**src/rtl/calc_sequencer.sv**
```systemverilog
// Calculator sequencer: gathers two 2-digit BCD operands and an op from the keypad,
// drives the combinational BCD datapath, waits SETTLE_CYC cycles, then latches the result for display.
module calc_sequencer #(
  parameter int SETTLE_CYC = 2,
  parameter int OP_W       = 2
) (
  input  logic            clk,
  input  logic            rst_n,
  input  logic            key_valid,
  input  logic [3:0]      key_digit,
  input  logic            op_valid,
  input  logic [OP_W-1:0] op_code,
  input  logic            eq_pulse,
  input  logic            clr_pulse,
  output logic [3:0]      dp_i1,
  output logic [3:0]      dp_i2,
  output logic [3:0]      dp_i3,
  output logic [3:0]      dp_i4,
  output logic [OP_W-1:0] dp_op,
  input  logic [3:0]      dp_D1,
  input  logic [3:0]      dp_D2,
  input  logic [3:0]      dp_D3,
  input  logic [3:0]      dp_D4,
  input  logic            dp_neg,
  output logic [3:0]      disp_D1,
  output logic [3:0]      disp_D2,
  output logic [3:0]      disp_D3,
  output logic [3:0]      disp_D4,
  output logic            disp_neg,
  output logic            busy,
  output logic            done,
  output logic            err
);

  localparam int CNT_W = (SETTLE_CYC > 1) ? $clog2(SETTLE_CYC) : 1;
  localparam logic [CNT_W-1:0] CNT_LAST = CNT_W'(SETTLE_CYC - 1);

  typedef enum logic [1:0] {ENTER_A, ENTER_B, EXEC, SHOW} state_t;

  state_t            state_q, state_d;
  logic [3:0]        a_hi_q, a_hi_d, a_lo_q, a_lo_d;
  logic [3:0]        b_hi_q, b_hi_d, b_lo_q, b_lo_d;
  logic [1:0]        a_cnt_q, a_cnt_d, b_cnt_q, b_cnt_d;
  logic [OP_W-1:0]   op_q, op_d;
  logic [3:0]        d1_q, d1_d, d2_q, d2_d, d3_q, d3_d, d4_q, d4_d;
  logic              neg_q, neg_d;
  logic              done_q, done_d;
  logic              err_q, err_d;
  logic [CNT_W-1:0]  cnt_q, cnt_d;

  logic key_ok;
  logic op_rsv;

  assign key_ok = (key_digit <= 4'd9);
  assign op_rsv = (32'(op_code) > 32'd1);

  always_comb begin
    state_d = state_q;
    a_hi_d  = a_hi_q;
    a_lo_d  = a_lo_q;
    b_hi_d  = b_hi_q;
    b_lo_d  = b_lo_q;
    a_cnt_d = a_cnt_q;
    b_cnt_d = b_cnt_q;
    op_d    = op_q;
    d1_d    = d1_q;
    d2_d    = d2_q;
    d3_d    = d3_q;
    d4_d    = d4_q;
    neg_d   = neg_q;
    done_d  = 1'b0;
    err_d   = err_q;
    cnt_d   = cnt_q;

    if (clr_pulse) begin
      state_d = ENTER_A;
      a_hi_d  = '0;
      a_lo_d  = '0;
      b_hi_d  = '0;
      b_lo_d  = '0;
      a_cnt_d = '0;
      b_cnt_d = '0;
      op_d    = '0;
      d1_d    = '0;
      d2_d    = '0;
      d3_d    = '0;
      d4_d    = '0;
      neg_d   = 1'b0;
      err_d   = 1'b0;
      cnt_d   = '0;
    end else begin
      unique case (state_q)
        ENTER_A: begin
          if (key_valid) begin
            if (!key_ok) begin
              err_d = 1'b1;
            end else if (a_cnt_q != 2'd2) begin
              a_hi_d  = a_lo_q;
              a_lo_d  = key_digit;
              a_cnt_d = a_cnt_q + 2'd1;
            end
          end
          // A digit arriving with the op still lands in A before the op advances the state.
          if (op_valid) begin
            op_d    = op_code;
            err_d   = err_d | op_rsv;
            b_hi_d  = '0;
            b_lo_d  = '0;
            b_cnt_d = '0;
            state_d = ENTER_B;
          end
        end
        ENTER_B: begin
          if (key_valid) begin
            if (!key_ok) begin
              err_d = 1'b1;
            end else if (b_cnt_q != 2'd2) begin
              b_hi_d  = b_lo_q;
              b_lo_d  = key_digit;
              b_cnt_d = b_cnt_q + 2'd1;
            end
          end
          if (op_valid) begin
            op_d  = op_code;
            err_d = err_d | op_rsv;
          end
          if (eq_pulse) begin
            cnt_d   = '0;
            state_d = EXEC;
          end
        end
        EXEC: begin
          if (cnt_q == CNT_LAST) begin
            d1_d    = dp_D1;
            d2_d    = dp_D2;
            d3_d    = dp_D3;
            d4_d    = dp_D4;
            neg_d   = dp_neg;
            done_d  = 1'b1;
            cnt_d   = '0;
            state_d = SHOW;
          end else begin
            cnt_d = cnt_q + CNT_W'(1);
          end
        end
        SHOW: begin
          if (key_valid) begin
            if (!key_ok) begin
              err_d = 1'b1;
            end else begin
              a_hi_d  = '0;
              a_lo_d  = key_digit;
              a_cnt_d = 2'd1;
              state_d = ENTER_A;
            end
          end
        end
        default: state_d = ENTER_A;
      endcase
    end
  end

  always_ff @(posedge clk or negedge rst_n) begin
    if (!rst_n) begin
      state_q <= ENTER_A;
      a_hi_q  <= '0;
      a_lo_q  <= '0;
      b_hi_q  <= '0;
      b_lo_q  <= '0;
      a_cnt_q <= '0;
      b_cnt_q <= '0;
      op_q    <= '0;
      d1_q    <= '0;
      d2_q    <= '0;
      d3_q    <= '0;
      d4_q    <= '0;
      neg_q   <= 1'b0;
      done_q  <= 1'b0;
      err_q   <= 1'b0;
      cnt_q   <= '0;
    end else begin
      state_q <= state_d;
      a_hi_q  <= a_hi_d;
      a_lo_q  <= a_lo_d;
      b_hi_q  <= b_hi_d;
      b_lo_q  <= b_lo_d;
      a_cnt_q <= a_cnt_d;
      b_cnt_q <= b_cnt_d;
      op_q    <= op_d;
      d1_q    <= d1_d;
      d2_q    <= d2_d;
      d3_q    <= d3_d;
      d4_q    <= d4_d;
      neg_q   <= neg_d;
      done_q  <= done_d;
      err_q   <= err_d;
      cnt_q   <= cnt_d;
    end
  end

  assign dp_i1    = a_hi_q;
  assign dp_i2    = a_lo_q;
  assign dp_i3    = b_hi_q;
  assign dp_i4    = b_lo_q;
  assign dp_op    = op_q;
  assign disp_D1  = d1_q;
  assign disp_D2  = d2_q;
  assign disp_D3  = d3_q;
  assign disp_D4  = d4_q;
  assign disp_neg = neg_q;
  assign busy     = (state_q == EXEC);
  assign done     = done_q;
  assign err      = err_q;

endmodule
```
**config.mk**
```make
export PLATFORM = sky130hd
export DESIGN_NAME = calc_sequencer
export DESIGN_NICKNAME = d
export VERILOG_FILES = /design/src/rtl/calc_sequencer.sv
export SDC_FILE = /design/constraint.sdc
export NUM_CORES = 1
export LEC_CHECK = 0
export ABC_CLOCK_PERIOD_IN_PS = 2450
export BUFFER_PORTS_ARGS = -buffer_cell sky130_fd_sc_hd__buf_2
export CAP_MARGIN = 5
export CORE_UTILIZATION = 40
export CTS_BUF_LIST = sky130_fd_sc_hd__clkbuf_8
export CTS_CLUSTER_DIAMETER = 30
export CTS_CLUSTER_SIZE = 8
export DETAILED_ROUTE_END_ITERATION = 16
export GPL_TIMING_DRIVEN = 0
export HOLD_SLACK_MARGIN = 0.02
export PLACE_DENSITY = 0.7
export SYNTH_ARGS = -nofsm -noshare
export SYNTH_HDL_FRONTEND = slang
export SYNTH_SLANG_ARGS = --single-unit
```
**constraint.sdc**
```tcl
create_clock -name clk -period 2.45 [get_ports clk]
set_clock_uncertainty 0.1 [all_clocks]
set_input_delay 0.1225 -clock clk [delete_from_list [all_inputs] [get_ports clk]]
set_output_delay 0.1225 -clock clk [all_outputs]
set_load 0.01 [all_outputs]
```
Yosys cells after proc, flatten, opt, wreduce, memory -nomap -nowiden
Cells that the tools add are included.

Bits in registers: 44. Input bits: 29.

Magnitude comparators: 2. Reductions and logical operators: 16. Bitwise gates (word level): 2. Mux-type cells: 80. Equal/unequal tests: 16. $add $sub $neg: 3.

Operator list (count): $mux 4 (33); $mux 2 (20); $pmux 4 s2 (4); $ne 3x3->1 const B (10); $mux 1 (18); $reduce_and 5->1 (2); $reduce_bool 3->1 (3); $pmux 2 s2 (2); $pmux 2 s4 (1); $reduce_bool 2->1 (4); $reduce_and 2->1 (3); $reduce_and 6->1 (1); $add 2x1->2 const B (2); $eq 2x2->1 const B (2); $le 4x4->1 const B (1); $ne 2x2->1 const B (2); $reduce_bool 4->1 (1); $ne 3x2->1 const B (1); $pmux 1 s3 (1); $eq 2x1->1 const B (1); $gt 2x1->1 const B (1); $logic_not 2->1 (1); $or 1x1->1 (2); $pmux 1 s2 (1); 2 further kinds (2).

Logic depth before layout (Yosys ltp)
Gate-level depths: netlist of run 1.

Depth after elaboration: 9. Gate-level depth with buffers: 6. Gate-level depth less buffers: 6.

Worst setup path after synthesis of run 1
Ideal clock, no wire load.

Kind: register to register. Start: reg state_q[0]. End: reg b_cnt_q[1]. Clock period less this slack: 1725 ps. Setup time: 67 ps. Stages on the path, launching flop included: 7. Data required time: 2283 ps. Arrival: 1558 ps. Path slack: 725 ps. Cells stage by stage: dfrtp_1 > inv_1 > ha_1 > and2b_1 > nor2_1 > o2bb2ai_1 > a22o_1.

Cells in the longest elaborated chain, start to end: 3. Elaborated cells on any way between the ends: 10. Classes of those cells: eq/ne: 5; mux: 2; reduce/logical: 3.

Ends and longest elaborated chain: start: declaration (line 40) `state_t state_q, state_d;`; start signal: assignment (line 182) `state_q <= state_d;`; $eq 2x1->1 or $logic_not 2->1 (tied branches) (line 92) `unique case (state_q)`; $ne 3x3->1 (no source line) (tied with other cells); $reduce_and 5->1 (no source line) or $mux 2 (tied branches); end signal: assignment (line 188) `b_cnt_q <= b_cnt_d;`; end: declaration (line 43) `logic [1:0] a_cnt_q, a_cnt_d, b_cnt_q, b_cnt_d;`.

Parallel ways exist; a longest one is shown, timed or not. A chain may end at the register's enable or synchronous reset.

Worst setup path after layout of run 1
Start: reg state_q[0]. End: reg b_hi_q[2] (netlist: dp_i3[2]).

Cells in the longest elaborated chain, start to end: 3. Elaborated cells on any way between the ends: 10. Classes of those cells: eq/ne: 5; mux: 2; reduce/logical: 3.

Ends and longest elaborated chain: $eq 2x1->1 or $logic_not 2->1 (tied branches) (line 92); $ne 3x3->1 (no source line) (tied with other cells); $reduce_and 5->1 (no source line) or $mux 4 (tied branches); end signal: assignment (line 185) `b_hi_q <= b_hi_d;`; end: declaration (line 42) `logic [3:0] b_hi_q, b_hi_d, b_lo_q, b_lo_d;`.

Parallel ways exist; a longest one is shown, timed or not.

==> impl_metrics.sql, run 1 <==
INSERT INTO impl_metrics (metric_group, metric, value, unit) VALUES
('run_status', 'outcome', 'complete, but fails checks', ''),
('run_status', 'violations_in_the_final_reports', 'DRC', ''),
('worst_hold_path', 'min-delay-path-class', 'in2reg', ''),
('timing', 'max_freq', '0.4867', 'GHz'),
('grt', 'grt_first_pass_wirelength', '7272', 'µm'),
('clocking', 'ctsRootBufferMaster', 'sky130_fd_sc_hd__clkbuf_8', ''),
('logic_synthesis', 'synth_ff_type', 'sky130_fd_sc_hd__dfrtp_1', ''),
('cells_and_area', 'fillerInstances', '362', ''),
('route', 'drt_first_pass_iters', '10', ''),
('timing', 'grt_setup_unrepaired', 'no', ''),
('cells_and_area', 'drive_gt1_share', '32.26', '%'),
('clocking', 'clock-sinks', '44', ''),
('logic_synthesis', 'yosys-top-cells-area', 'sky130_fd_sc_hd__dfrtp_1 (59%), sky130_fd_sc_hd__a22o_1 (12%), sky130_fd_sc_hd__ha_1 (4.0%)', ''),
('floorplan', 'die-height', '70.48', 'µm'),
('clocking', 'tritoncts', 'built', ''),
('logic_synthesis', 'synth_most_common_cell', 'sky130_fd_sc_hd__dfrtp_1', ''),
('cells_and_area', 'area_of_the_multi_input_gates', '715.7', 'µm²'),
('logic_synthesis', 'ys_top_cells_by_count', 'sky130_fd_sc_hd__dfrtp_1 (44), sky130_fd_sc_hd__a22o_1 (26), sky130_fd_sc_hd__nor2_1 (16), sky130_fd_sc_hd__inv_1 (10)', ''),
('critical_path', 'r2r-end', 'dp_i3[2]', ''),
('timing', 'maxSlewHeadroom', '36.04', '%'),
('critical_path', 'crit_arrival', '2180', 'ps'),
('critical_path', 'criticalPathCategory', 'reg2reg', ''),
('clocking', 'cts_inserted_buffers', '5', ''),
('clocking', 'cts_htree_levels', '2', ''),
('route', 'routedWlPerCell', '14.64', 'µm'),
('floorplan', 'ioPinCount', '67', ''),
('clocking', 'cts.clk_slew.worst_paths', '80', 'ps'),
('timing', 'worst-slew-pin-transition', '959.3', 'ps'),
('power_and_ir_drop', 'total_leakage_power', '1.406', 'nW'),
('grt', 'grt_overflow', '0', ''),
('logic_synthesis', 'async_flop_share', '100.0', '%'),
('timing', 'min_period_over_period', '83.87', '%'),
('critical_path', 'regToRegStartpoint', 'state_q[0]', ''),
('logic_synthesis', 'synth.cell_area', '1876', 'µm²'),
('grt', 'grt_antenna_before_repair', '0', ''),
('critical_path', 'critPathMaxStageDelay', '510', 'ps'),
('logic_synthesis', 'yosysWarnings', '0', ''),
('logic_synthesis', 'number_of_instances_in_the_synthesized_netlist', '153', ''),
('clocking', 'buffer_levels_on_the_longest_clock_path', '2', ''),
('cells_and_area', 'antenna_cells_inserted', '0', ''),
('floorplan', 'design.core.area', '4444', 'µm²'),
('power_and_ir_drop', 'peak_vdd_ir', '0.0003116', 'V'),
('route', 'antenna_violating_nets_post_route', '0', ''),
('cells_and_area', 'finalNetCount', '282', ''),
('critical_path', 'worst_setup_path_start_kind', 'flip-flop', ''),
('critical_path', 'slowest_stage', 'sky130_fd_sc_hd__o2bb2ai_1', ''),
('grt', 'grt_usage', '19.24', '%'),
('grt', 'via_count_of_the_first_global_routing_pass', '1572', ''),
('logic_synthesis', 'synth_edf_count', '0', ''),
('floorplan', 'floorplan.die_area', '4967', 'µm²'),
('cells_and_area', 'final-seq-area', '1101', 'µm²'),
('critical_path', 'register_to_register_path_setup_slack', '400', 'ps'),
('logic_synthesis', 'ys_ff_latch', '44', ''),
('critical_path', 'crit_start', 'state_q[0]', ''),
('floorplan', 'die_w', '70.48', 'µm'),
('route', 'aggregate_routed_wire_length', '4393', 'µm'),
('route', 'count_of_routing_violations_after_the_opening_detailed_route_iteration', '82', ''),
('route', 'via_count', '1571', ''),
('place', 'io_buffers', '66', ''),
('place', 'dp_hpwl', '2845', 'µm'),
('route', 'drc', '8', ''),
('timing', 'tns', '0', 'ps'),
('critical_path', 'rr_worst_depth', '6', ''),
('flow_run', 'timing.max_cap.violations', '0', ''),
('critical_path', 'end_kind', 'flip-flop', ''),
('grt', 'grt_start_max_net_pins', '45', ''),
('power_and_ir_drop', 'cellPowerDensity', '752.5', 'nW/µm²'),
('logic_synthesis', 'synth_cell_type_count', '35', ''),
('logic_synthesis', 'post-synth-top-area-cell', 'sky130_fd_sc_hd__dfrtp_1', ''),
('timing', 'final-hold-violation-count', '0', ''),
('floorplan', 'initial_util', '42.20', '%');
==> cell type report <==
class | count | share of cell area [%]
inverters | 10 | 1.442
repair buffers | 87 | 20.77
well taps | 52 | 2.500
plain buffers | 5 | 0.8173
clock buffers | 6 | 3.173
multi-input cells | 94 | 27.50
flip-flops and latches | 44 | 42.31
clock inverters | 2 | 1.490
==> layout by cell type (no fill, tap or decap), types with 2 or more instances in the layout <==
cell type                       instances
sky130_fd_sc_hd__clkbuf_1               2
sky130_fd_sc_hd__a22o_1                26
sky130_fd_sc_hd__dlygate4sd3_1         21
sky130_fd_sc_hd__dfrtp_1               44
sky130_fd_sc_hd__o21ai_0                5
sky130_fd_sc_hd__a22oi_1                5
sky130_fd_sc_hd__a21oi_1                3
sky130_fd_sc_hd__inv_1                 10
sky130_fd_sc_hd__clkbuf_8               6
sky130_fd_sc_hd__nor2_1                16
sky130_fd_sc_hd__ha_1                   6
sky130_fd_sc_hd__mux2i_1                6
sky130_fd_sc_hd__nand3_1                2
sky130_fd_sc_hd__buf_2                 68
sky130_fd_sc_hd__nor2b_1                2
sky130_fd_sc_hd__o211ai_1               2
sky130_fd_sc_hd__a31oi_1                2
==> state kept, by name (all words and copies together) (netlist names), 4 cells and up <==
register / cells
dp_i4: 4
disp_D1: 4
disp_D2: 4
disp_D4: 4
dp_i1: 4
dp_i3: 4
dp_i2: 4
disp_D3: 4
==> worst max-delay path by stage <==
stage / to / cells after the start / slack [ps]
2_1_floorplan: b_cnt_q[1] / 6 / 720
4_1_cts: dp_i3[2] / 6 / 390
3_5_place_dp: dp_i3[2] / 6 / 410
6_report: dp_i3[2] / 6 / 400
3_3_place_gp: dp_i4[0] / 6 / 410
5_1_grt: dp_i4[3] / 6 / 250
==> where the power goes <==
group | leakage, nW | internal, mW | switching, mW
sequential | 0.608 | 0.788 | 0.0491
clock | 0.0614 | 0.333 | 0.245
combinational | 0.736 | 0.231 | 0.312
==> metal layers <==
layer / track usage, % / part of all wire, % / vias up
met5: 0 / 0 / -
li1: - / - / 758
met4: 10.88 / 3.0 / 0
met2: 31.50 / 49 / 52
met1: 23.71 / 44 / 747
met3: 3.752 / 3.8 / 14
==> per-stage QoR <==
step                      hold slack [ps]  utilization, %  setup WS (ps)  total power, mW  area (µm²)
after global routing                33.39           58.56          246.7            2.083        2603
after CTS                           23.07           58.56          385.7            1.979        2603
after detailed placement            233.0           51.10          410.4            1.367        2271
after global placement              231.5           51.10          409.8            1.360        2271
after floorplan                    -273.1               -          724.8            1.202        1876
final                               32.56           58.56          395.2            1.958        2603
==> cells by family after synthesis <==
logic type	after synthesis	share of synthesized area, %
buffers and inverters	15	3.136
adder cells (fa/ha/maj)	6	4.003
AO/OA/AOI/OAI	52	22.35
AND/OR/NAND/NOR	30	8.607
multiplexers	6	3.202
flip-flops	44	58.71
==> timing repair <==
action                                 in CTS  in global routing
setup buffers                               0                  0
setup endpoints to repair                   0                  0
resized for setup                           0                  0
endpoints found under the hold margin      65                  0
hold buffers                               21                  0
(Power assumes the default switching activity.)
==> run 2, diff against run 1 <==
ABC_CLOCK_PERIOD_IN_PS = 1900   (was 2450)
clock period = 1.9 ns   (was 2.45 ns; I/O delays follow)
==> impl_metrics.sql, run 2 (synthesis gave the netlist of run 1 again) <==
INSERT INTO impl_metrics (metric_group, metric, value, unit) VALUES
('clocking', 'cts_inserted_buffers', '5', ''),
('critical_path', 'timing.critical_path.max_delay_family', 'simple AND/OR/NAND/NOR gates', ''),
('critical_path', 'rr_worst_depth', '5', ''),
('route', 'count_of_routing_violations_after_the_opening_detailed_route_iteration', '90', ''),
('floorplan', 'die-height', '70.48', 'µm'),
('power_and_ir_drop', 'power_frac_seq', '41.8', '%'),
('floorplan', 'initial_util', '42.20', '%'),
('worst_hold_path', 'min-delay-path-class', 'in2reg', ''),
('clocking', 'clock-sinks', '44', ''),
('place', 'dpl-instance-area', '2271', 'µm²'),
('clocking', 'cts.clk_slew.worst_paths', '80', 'ps'),
('power_and_ir_drop', 'peak_vdd_ir', '0.0004041', 'V'),
('critical_path', 'register_to_register_path_setup_slack', '70', 'ps'),
('route', 'routedWlPerCell', '14.92', 'µm'),
('cells_and_area', 'layout.cells.most_common', 'sky130_fd_sc_hd__buf_2', ''),
('clocking', 'tritoncts', 'built', ''),
('route', 'drt_first_pass_iters', '10', ''),
('route', 'drc', '8', ''),
('clocking', 'cts_htree_levels', '2', ''),
('critical_path', 'regToRegStartpoint', 'state_q[0]', ''),
('floorplan', 'floorplan.die_area', '4967', 'µm²'),
('clocking', 'buffer_levels_on_the_longest_clock_path', '2', ''),
('floorplan', 'total_number_of_placement_rows', '24', ''),
('floorplan', 'design.core.area', '4444', 'µm²'),
('critical_path', 'crit_arrival', '1950', 'ps'),
('cells_and_area', 'drive_gt1_share', '34.78', '%'),
('power_and_ir_drop', 'power_report.internal_total', '1.775', 'mW'),
('clocking', 'ctsRootBufferMaster', 'sky130_fd_sc_hd__clkbuf_8', ''),
('timing', 'max_freq', '0.5455', 'GHz'),
('route', 'routed_via_density', '5.269', ''),
('cells_and_area', 'final_core_utilization', '60.53', '%'),
('run_status', 'outcome', 'complete, but fails checks', ''),
('power_and_ir_drop', 'swShare', '31.42', '%'),
('floorplan', 'ioPinCount', '67', ''),
('grt', 'grt_usage', '19.52', '%'),
('grt', 'grt_start_max_net_pins', '45', ''),
('place', 'gp_congestion', '0.7441', ''),
('place', 'dp_hpwl', '2845', 'µm'),
('route', 'via_count', '1607', ''),
('place', 'preCtsSetupSlack', '-139.6', 'ps'),
('power_and_ir_drop', 'cellPowerDensity', '962.4', 'nW/µm²'),
('timing', 'worst-slew-pin-transition', '963.6', 'ps'),
('route', 'aggregate_routed_wire_length', '4550', 'µm'),
('cells_and_area', 'finalNetCount', '287', ''),
('worst_hold_path', 'timing.hold.worst.start', 'key_valid', ''),
('power_and_ir_drop', 'total_leakage_power', '1.444', 'nW'),
('critical_path', 'slowest_stage', 'sky130_fd_sc_hd__or4b_1', ''),
('power_and_ir_drop', 'fin_total_pwr', '2.589', 'mW'),
('critical_path', 'path_buf_inv', '1', ''),
('cells_and_area', 'antenna_cells_inserted', '0', ''),
('timing', 'slew_viol_final', '0', ''),
('worst_hold_path', 'worst_hold_path.num_cells', '3', ''),
('critical_path', 'crit_path_max_fanout', '8', ''),
('route', 'antenna_violating_nets_post_route', '0', ''),
('grt', 'grt_first_pass_wirelength', '7389', 'µm'),
('critical_path', 'worstPathRequired', '2010', 'ps'),
('cells_and_area', 'post-route-cell-area', '2690', 'µm²'),
('flow_run', 'timing.max_cap.violations', '0', ''),
('power_and_ir_drop', 'switchingPower', '0.8135', 'mW'),
('critical_path', 'criticalPathCategory', 'reg2reg', ''),
('power_and_ir_drop', 'pwr-share-clk', '29.0', '%'),
('floorplan', 'die_w', '70.48', 'µm'),
('timing', 'final.setup.worst_slack', '66.82', 'ps'),
('critical_path', 'end_kind', 'flip-flop', ''),
('clocking', 'clock_insertion_delay_worst_skew', '290', 'ps'),
('grt', 'grt_overflow', '0', ''),
('timing', 'min_period_over_period', '96.48', '%'),
('place', 'io_buffers', '66', ''),
('power_and_ir_drop', 'share_comb_of_total_power', '29.2', '%'),
('timing', 'maxSlewHeadroom', '35.76', '%'),
('timing', 'post-route-min-period', '1833', 'ps'),
('critical_path', 'critPathMaxStageDelay', '510', 'ps'),
('cells_and_area', 'final_cell_mix', 'sky130_fd_sc_hd__buf_2 (68), sky130_fd_sc_hd__dfrtp_1 (44), sky130_fd_sc_hd__a22o_1 (26), sky130_fd_sc_hd__dlygate4sd3_1 (25), sky130_fd_sc_hd__nor2_1 (16)', ''),
('cells_and_area', 'areaGrowthSynthToFinish', '43.43', '%'),
('grt', 'grt_antenna_before_repair', '0', ''),
('critical_path', 'worst_setup_path_start_kind', 'flip-flop', ''),
('timing', 'setup_violations', '0', ''),
('critical_path', 'r2r-end', 'b_cnt_q[0]', ''),
('critical_path', 'timing.critical_path.cells', 'inv_1 > ha_2 > and2b_2 > or4b_1 > a31oi_1', ''),
('run_status', 'violations_in_the_final_reports', 'DRC', ''),
('timing', 'final-hold-violation-count', '0', ''),
('worst_hold_path', 'hold_end', 'err', ''),
('grt', 'via_count_of_the_first_global_routing_pass', '1599', '');
## run 2: cell type report
class                      instances  area, µm²
timing repair buffer              92      588.1
inverter                          10      37.54
sequential                        44       1101
tap                               52      65.06
multi-input combinational         94      753.2
clock inverter                     2      38.79
buffer                             5      23.77
clock buffer                       6      82.58
fill                             354       1754
## run 2: metal layers
layer	global-route usage [%]	wire length, µm
met1	24.09	2026
met2	32.25	2241
met3	3.463	149
met4	10.88	133
met5	0	0
## run 2: how the worst max path moves through the flow
| stage | start | endpoint | slack (ps) | cells after the start |
|---|---|---|---|---|
| final | state_q[0] | b_cnt_q[0] | 70 | 5 |
| after global routing | state_q[1] | dp_i4[3] | -50 | 6 |
| after global placement | state_q[0] | dp_i4[0] | -140 | 6 |
| after floorplan | state_q[0] | b_cnt_q[1] | 170 | 6 |
| after detailed placement | state_q[0] | dp_i3[2] | -140 | 6 |
| after CTS | state_q[0] | dp_i3[2] | 20 | 5 |
## run 2: stage by stage
step	hold slack, ps	setup TNS (ps)	cells
floorplan	-300.6	0	153
global placement	204.0	-1269	271
detailed placement	205.5	-1276	271
CTS	81.14	0	304
global route	100.6	-367.8	305
finish	87.96	0	305
## run 2: worst register-to-register path, cell delays in order, from the launching register on
cell and delay, ps:
sky130_fd_sc_hd__dfrtp_1 380, sky130_fd_sc_hd__inv_1 80, sky130_fd_sc_hd__ha_2 240, sky130_fd_sc_hd__and2b_2 260
sky130_fd_sc_hd__or4b_1 510, sky130_fd_sc_hd__a31oi_1 190
## run 2: repair_timing
action,in CTS,in global routing
hold endpoints to repair,70,0
hold buffers,25,0
pin swaps,0,0
setup endpoints to repair,22,22
gates cloned,0,0
buffers inserted,0,1
gates resized for setup,3,7
## run 2: power groups by stage
stage	clock network [mW]	registers (mW)	logic, mW
after floorplan	0	1.11	0.441
after global placement	0	1.09	0.659
after detailed placement	0	1.10	0.666
after CTS	0.770	1.08	0.722
after global routing	0.812	1.09	0.841
final	0.750	1.08	0.757
